`src/rtl/reg_writeback_arbiter_if.sv`:
```
// Register-file writeback bundle: two write sources in, one write port out,
// plus the decode-side hazard lookup ports.
interface reg_writeback_arbiter_if #(
  parameter int DATA_W = 32,
  parameter int ADDR_W = 5
);
  logic              ld_valid;
  logic [ADDR_W-1:0] ld_waddr;
  logic [DATA_W-1:0] ld_wdata;
  logic              alu_valid;
  logic [ADDR_W-1:0] alu_waddr;
  logic [DATA_W-1:0] alu_wdata;
  logic              stall;
  logic              ovf;
  logic              wena;
  logic [ADDR_W-1:0] waddr;
  logic [DATA_W-1:0] wdata;
  logic [ADDR_W-1:0] r0addr;
  logic [ADDR_W-1:0] r1addr;
  logic              hz0_hit;
  logic [DATA_W-1:0] hz0_data;
  logic              hz1_hit;
  logic [DATA_W-1:0] hz1_data;

  // The arbiter side.
  modport master (
    input  ld_valid, ld_waddr, ld_wdata, alu_valid, alu_waddr, alu_wdata,
    input  r0addr, r1addr,
    output stall, ovf, wena, waddr, wdata,
    output hz0_hit, hz0_data, hz1_hit, hz1_data
  );

  // The pipeline / register-file side.
  modport slave (
    output ld_valid, ld_waddr, ld_wdata, alu_valid, alu_waddr, alu_wdata,
    output r0addr, r1addr,
    input  stall, ovf, wena, waddr, wdata,
    input  hz0_hit, hz0_data, hz1_hit, hz1_data
  );
endinterface

```
`src/rtl/reg_writeback_arbiter.sv`:
```
// Merges load-return and ALU writebacks onto one register-file write port in
// program order, queueing collisions and exposing pending writes for bypass.
module reg_writeback_arbiter #(
  parameter int DATA_W = 32,
  parameter int ADDR_W = 5,
  parameter int DEPTH  = 4
) (
  input logic                     clk,
  input logic                     rst_n,
  reg_writeback_arbiter_if.master bus
);
  localparam int PTR_W = (DEPTH > 1) ? $clog2(DEPTH) : 1;
  localparam int CNT_W = PTR_W + 1;
  localparam logic [CNT_W-1:0] DEPTH_C = CNT_W'(DEPTH);

  logic [ADDR_W-1:0] fifo_addr [DEPTH];
  logic [DATA_W-1:0] fifo_data [DEPTH];

  logic [PTR_W-1:0]  rptr_reg, rptr_next, wptr_reg, wptr_next, wptr_inc;
  logic [CNT_W-1:0]  count_reg, count_next, base_cnt;
  logic              ovf_reg, ovf_next;
  logic              wena_reg, wena_next;
  logic [ADDR_W-1:0] waddr_reg, waddr_next;
  logic [DATA_W-1:0] wdata_reg, wdata_next;

  logic              ld_ok, alu_ok, head_ok;
  logic              push_a_valid, push_b_valid, acc_a, acc_b;
  logic [ADDR_W-1:0] push_a_addr, push_b_addr;
  logic [DATA_W-1:0] push_a_data, push_b_data;

  // Writes to r0 are architecturally meaningless and vanish at the input.
  assign ld_ok   = bus.ld_valid  && (bus.ld_waddr  != '0);
  assign alu_ok  = bus.alu_valid && (bus.alu_waddr != '0);
  assign head_ok = (count_reg != '0);

  // Oldest candidate issues; the rest go to the tail, ld ahead of alu.
  always_comb begin
    wena_next    = 1'b0;
    waddr_next   = waddr_reg;
    wdata_next   = wdata_reg;
    push_a_valid = 1'b0;
    push_a_addr  = bus.alu_waddr;
    push_a_data  = bus.alu_wdata;
    push_b_valid = 1'b0;
    push_b_addr  = bus.alu_waddr;
    push_b_data  = bus.alu_wdata;
    if (head_ok) begin
      wena_next  = 1'b1;
      waddr_next = fifo_addr[rptr_reg];
      wdata_next = fifo_data[rptr_reg];
      if (ld_ok) begin
        push_a_valid = 1'b1;
        push_a_addr  = bus.ld_waddr;
        push_a_data  = bus.ld_wdata;
        push_b_valid = alu_ok;
      end else begin
        push_a_valid = alu_ok;
      end
    end else if (ld_ok) begin
      wena_next    = 1'b1;
      waddr_next   = bus.ld_waddr;
      wdata_next   = bus.ld_wdata;
      push_a_valid = alu_ok;
    end else if (alu_ok) begin
      wena_next  = 1'b1;
      waddr_next = bus.alu_waddr;
      wdata_next = bus.alu_wdata;
    end
  end

  // The same-cycle pop frees its slot before the pushes are accepted.
  always_comb begin
    base_cnt   = count_reg - CNT_W'(head_ok);
    acc_a      = push_a_valid && (base_cnt < DEPTH_C);
    acc_b      = push_b_valid && ((base_cnt + CNT_W'(acc_a)) < DEPTH_C);
    count_next = base_cnt + CNT_W'(acc_a) + CNT_W'(acc_b);
    rptr_next  = rptr_reg + PTR_W'(head_ok);
    wptr_inc   = wptr_reg + PTR_W'(1);
    wptr_next  = wptr_reg + PTR_W'(acc_a) + PTR_W'(acc_b);
    ovf_next   = ovf_reg | (push_a_valid && !acc_a) | (push_b_valid && !acc_b);
  end

  always_ff @(posedge clk or negedge rst_n) begin
    if (!rst_n) begin
      rptr_reg  <= '0;
      wptr_reg  <= '0;
      count_reg <= '0;
      ovf_reg   <= 1'b0;
      wena_reg  <= 1'b0;
      waddr_reg <= '0;
      wdata_reg <= '0;
    end else begin
      rptr_reg  <= rptr_next;
      wptr_reg  <= wptr_next;
      count_reg <= count_next;
      ovf_reg   <= ovf_next;
      wena_reg  <= wena_next;
      waddr_reg <= waddr_next;
      wdata_reg <= wdata_next;
    end
  end

  // Storage needs no reset: count gates every read of it.
  always_ff @(posedge clk) begin
    if (acc_a) begin
      fifo_addr[wptr_reg] <= push_a_addr;
      fifo_data[wptr_reg] <= push_a_data;
    end
    if (acc_b) begin
      fifo_addr[wptr_inc] <= push_b_addr;
      fifo_data[wptr_inc] <= push_b_data;
    end
  end

  // Per read port: scan output stage, then FIFO oldest to youngest so the
  // youngest match wins.
  for (genvar gi = 0; gi < 2; gi++) begin : g_hz
    logic [ADDR_W-1:0] raddr;
    logic              hit;
    logic [DATA_W-1:0] data;

    assign raddr = (gi == 0) ? bus.r0addr : bus.r1addr;

    always_comb begin
      logic [PTR_W-1:0] idx;
      hit = 1'b0;
      data = '0;
      idx = '0;
      if (wena_reg && (waddr_reg == raddr)) begin
        hit  = 1'b1;
        data = wdata_reg;
      end
      for (int k = 0; k < DEPTH; k++) begin
        idx = rptr_reg + PTR_W'(k);
        if ((CNT_W'(k) < count_reg) && (fifo_addr[idx] == raddr)) begin
          hit  = 1'b1;
          data = fifo_data[idx];
        end
      end
      if (raddr == '0) begin
        hit  = 1'b0;
        data = '0;
      end
    end
  end

  assign bus.stall    = (count_reg >= CNT_W'(DEPTH - 1));
  assign bus.ovf      = ovf_reg;
  assign bus.wena     = wena_reg;
  assign bus.waddr    = waddr_reg;
  assign bus.wdata    = wdata_reg;
  assign bus.hz0_hit  = g_hz[0].hit;
  assign bus.hz0_data = g_hz[0].data;
  assign bus.hz1_hit  = g_hz[1].hit;
  assign bus.hz1_data = g_hz[1].data;
endmodule
```
`src/flat_wrapper.sv`:
```
// flat-port wrapper written by rule: the top's interface ports become plain ports
module reg_writeback_arbiter_flat 
#(
  parameter int DATA_W = 32,
  parameter int ADDR_W = 5,
  parameter int DEPTH  = 4
)
  (clk, rst_n, bus_ld_valid, bus_ld_waddr, bus_ld_wdata, bus_alu_valid, bus_alu_waddr, bus_alu_wdata, bus_r0addr, bus_r1addr, bus_stall, bus_ovf, bus_wena, bus_waddr, bus_wdata, bus_hz0_hit, bus_hz0_data, bus_hz1_hit, bus_hz1_data);
  reg_writeback_arbiter_if #(.DATA_W(DATA_W), .ADDR_W(ADDR_W)) bus_i ();
  input logic clk;
  input logic rst_n;
  input wire logic [$bits(bus_i.ld_valid)-1:0] bus_ld_valid;
  input wire logic [$bits(bus_i.ld_waddr)-1:0] bus_ld_waddr;
  input wire logic [$bits(bus_i.ld_wdata)-1:0] bus_ld_wdata;
  input wire logic [$bits(bus_i.alu_valid)-1:0] bus_alu_valid;
  input wire logic [$bits(bus_i.alu_waddr)-1:0] bus_alu_waddr;
  input wire logic [$bits(bus_i.alu_wdata)-1:0] bus_alu_wdata;
  input wire logic [$bits(bus_i.r0addr)-1:0] bus_r0addr;
  input wire logic [$bits(bus_i.r1addr)-1:0] bus_r1addr;
  output wire logic [$bits(bus_i.stall)-1:0] bus_stall;
  output wire logic [$bits(bus_i.ovf)-1:0] bus_ovf;
  output wire logic [$bits(bus_i.wena)-1:0] bus_wena;
  output wire logic [$bits(bus_i.waddr)-1:0] bus_waddr;
  output wire logic [$bits(bus_i.wdata)-1:0] bus_wdata;
  output wire logic [$bits(bus_i.hz0_hit)-1:0] bus_hz0_hit;
  output wire logic [$bits(bus_i.hz0_data)-1:0] bus_hz0_data;
  output wire logic [$bits(bus_i.hz1_hit)-1:0] bus_hz1_hit;
  output wire logic [$bits(bus_i.hz1_data)-1:0] bus_hz1_data;
  assign bus_i.ld_valid = bus_ld_valid;
  assign bus_i.ld_waddr = bus_ld_waddr;
  assign bus_i.ld_wdata = bus_ld_wdata;
  assign bus_i.alu_valid = bus_alu_valid;
  assign bus_i.alu_waddr = bus_alu_waddr;
  assign bus_i.alu_wdata = bus_alu_wdata;
  assign bus_i.r0addr = bus_r0addr;
  assign bus_i.r1addr = bus_r1addr;
  assign bus_stall = bus_i.stall;
  assign bus_ovf = bus_i.ovf;
  assign bus_wena = bus_i.wena;
  assign bus_waddr = bus_i.waddr;
  assign bus_wdata = bus_i.wdata;
  assign bus_hz0_hit = bus_i.hz0_hit;
  assign bus_hz0_data = bus_i.hz0_data;
  assign bus_hz1_hit = bus_i.hz1_hit;
  assign bus_hz1_data = bus_i.hz1_data;
  reg_writeback_arbiter #(.DATA_W(DATA_W), .ADDR_W(ADDR_W), .DEPTH(DEPTH)) u_core (.clk(clk), .rst_n(rst_n), .bus(bus_i));
endmodule
```
`config.mk`:
```
export PLATFORM = sky130hd
export DESIGN_NAME = reg_writeback_arbiter_flat
export DESIGN_NICKNAME = d
export VERILOG_FILES = /design/src/rtl/reg_writeback_arbiter_if.sv /design/src/rtl/reg_writeback_arbiter.sv /design/src/flat_wrapper.sv
export SDC_FILE = /design/constraint.sdc
export NUM_CORES = 1
export LEC_CHECK = 0
export ABC_AREA = 0
export BUFFER_PORTS_ARGS = -buffer_cell sky130_fd_sc_hd__buf_2
export CAP_MARGIN = 20
export CORE_UTILIZATION = 25
export DETAILED_ROUTE_END_ITERATION = 6
export PLACE_DENSITY = 0.5
export SETUP_SLACK_MARGIN = 0.02
export SLEW_MARGIN = 15
export SYNTH_ARGS = -nofsm -noshare
export SYNTH_HDL_FRONTEND = slang
export SYNTH_SLANG_ARGS = --single-unit
export TNS_END_PERCENT = 50
```
`constraint.sdc`:
```
create_clock -name clk -period 7.1 [get_ports clk]
set_input_delay 1.42 -clock clk [delete_from_list [all_inputs] [get_ports clk]]
set_output_delay 1.42 -clock clk [all_outputs]
set_load 0.05 [all_outputs]
```
==> impl_results.md <==
* Share of the yosys chip area belonging to registers at 35.7%
* Relative slew slack at 28.0%
* Commonest non-fill, non-tap cell in the layout: buf_2
* Multi-input logic area at 0.00955 mm2
* Final Hold Fails at 0
* Main combinational cell family by area after synthesis: multiplexers
* Async S/R FF share, synth at 23.7%
* Static Leak at 6.29 nW
* Unique cell type count in the Yosys netlist at 56
* Post-synth EDFFs at 148
* Wire per inst at 25.4 um
* TritonCTS buffer count at 17
* Xor-xnor portion of the synthesized cell area at 3.19%
* Drt first-iter violations at 1694
* Core footprint at 0.0618 mm2
* Post-Syn Area per Cell at 10.6 um2
* Final setup fails at 0
* Flop2flop setup slack at 2400 ps
* Yosys warning total at 0
* Flip-flop and latch area at 0.00560 mm2
* Worst Min Path Start: u_core.bus.ovf
* Power density over the cells at 557 mW/mm2
* Die Ht at 252 um
* Initial antenna violation count at 2
* CTS tree: done
* Least-Margin Pin Slew at 1080 ps
* CTS max path bufs at 2
* Vias in the first global route at 13300
* CP max-delay cell: dfrtp_4
* Antenna viol nets, final at 0
* Most frequent cells in the layout: buf_2, nand2_1, o21ai_0, edfxtp_1, mux4_2
* Final-report max-slew violation count at 0
* Max reg flops at 128
* RSZ-0062 raised after global routing: no
* Via Count at 13700
* Die extent in x at 252 um
* Rows at 91
* Mux contribution to synthesized area at 26.0%
* Peak supply drop at 0.255 mV
* DRT Pass-1 Iters at 6
* # fillers at 6378
* P&R area growth vs syn at 15.8%
* Final setup TNS at 0 ps
* Placed cells at 2400
* Buffer count from post-CTS setup fixing at 0
* Slowest stage delay, CP at 840 ps
* Worst hold endpoint: u_core.bus.ovf
* Buffers & Inverters on Critical Path at 2
* Starting Density at 25.3%
* Clock Sinks at 194
* Tmin final at 5990 ps
* Worst Hold Depth at 2
* Final total power at 10.1 mW
* Nets at 1678
* # port buffers at 193
* Htree depth at 4
* N_diodes at 0
* Max cap viols at 0
* R2R cell count at 13
* Critical path type: register to output pin
* Synth Area in Simple Gates at 11.9%
* Crit end category: output pin
* R2r endpoint: u_core.fifo_data[1][5]
* Non-Filler Instances at 2432
* Final period util at 84.4%
* Max Fanout on Critical Path at 44
* Die Area at 0.0636 mm2
* # IOs at 194
* Worst path top cell family by delay: compound AO/OA/AOI/OAI gates
* Synth Area in Adders at 0.639%
* Syn nets at 1578
* Post-DP HPWL at 39800 um
* Critical Path, Cell by Cell: mux4_2, xor2_1, nor3_1, o2111ai_4, nor2_4, buf_4, a221oi_1, o31ai_1, buf_2
* Cts hold-fix bufs at 0
* Compound-Gate Fraction of Synth Area at 18.0%
* Hold Path Class: register to register
* Clock skew at 18.1 ps
* Global Route Usage Sum at 19.2%
* Yosys reg bits at 194
* Top_reg_cell synth: edfxtp_1
* Mapped Area at 0.0157 mm2
* Share of cells above drive strength 1 at 30.7%
* Post-CTS resize count at 0
* Largest net degree at the start of global routing at 76
* Clock Latency Late Sink at 500 ps
* Worst EP required at 5680 ps
* GP Congestion at 0.838
* First-pass GRT wire length at 89200 um
* Vias per cell at 5.65
* Worst setup SP type: register
* Utilization after layout at 29.3%
* Cell count after synthesis at 1482
* Worst-path clk slew at 80 ps
* R2r startpoint: u_core.count_reg[2]
* Drt total wl at 61800 um
* CP arrival at 4570 ps
* DRC Markers at 0
* Peak Freq at 0.167 GHz
* Status: finished, final reports clean
* Clk root buf: clkbuf_16
* Total gr overflow at 0
-- tightest hold or removal path: cells and delay by family, from the launching register on --
| family | cells | cell delay (ps) |
|---|---|---|
| AOI/OAI and AO/OA | 2 | 120 |
| DFF | 1 | 350 |
-- layer usage --
| metal | vias to the layer above | track usage [%] | wire [um] |
|---|---|---|---|
| li1 | 6027 | - | - |
| met1 | 6928 | 24.1 | 24900 |
| met2 | 672 | 32.3 | 30300 |
| met3 | 113 | 4.23 | 4760 |
| met4 | 4 | 6.94 | 1730 |
| met5 | - | 0 | 19 |
-- kinds of logic (layout without fill, tap and decap cells) --
family          Yosys count  in the layout
compound gates          429            429
simple gates            410            410
mux                     223            223
flops                   194            194
buf+inv                 161            274
xor+xnor                 57             57
fa+ha+maj                 8              8
-- cell type report --
cell class                      count  share of cell area [%]
Sequential cell                   194                    30.9
Inverter                           10                   0.207
Multi-Input combinational cell   1127                    52.7
Tap cell                          837                    5.78
Timing Repair Buffer              232                    7.15
Clock inverter                     14                   0.925
Clock buffer                       18                    2.37
-- cells in the mapped netlist, types with 33 or more instances --
cell type	number	area (um2)
nor3b_1	33	248
a311oi_1	33	289
nor2_1	115	432
o21ai_0	155	776
o31ai_1	64	480
mux2i_1	58	581
edfxtp_1	148	4440
clkbuf_1	91	342
dfrtp_1	46	1150
mux4_2	143	3220
or2_2	33	206
nand2_1	183	687
a21oi_1	44	220
buf_2	42	210
-- report_power, final --
group / switching, mW / internal (mW) / leakage [nW]
Combinational: 4.23 / 2.36 / 4.11
Sequential: 0.566 / 1.89 / 1.89
Clock: 0.515 / 0.532 / 0.295
-- how the worst max path moves through the flow --
stage | start | endpoint | slack (ps) | cells past startpoint
CTS | u_core.rptr_reg[0] | bus_hz0_data[29] | 1100 | 9
floorplan | u_core.count_reg[2] | u_core.fifo_addr[3][0] | 890 | 19
detailed placement | bus_ld_waddr[0] | u_core.fifo_data[1][13] | 1450 | 14
finish | u_core.rptr_reg[0] | bus_hz0_data[29] | 1110 | 9
global route | u_core.rptr_reg[0] | bus_hz0_data[29] | 950 | 9
global placement | bus_r0addr[2] | bus_hz0_data[29] | 1520 | 9
-- metrics by stage --
step	setup WS (ps)	area (um2)	hold WS (ps)
after global placement	1520	17500	503
after CTS	1100	18100	520
after detailed placement	1450	17500	484
final	1110	18100	514
after global routing	949	18100	574
after floorplan	885	15700	473
No activity file was read; power rests on OpenSTA's default activity.
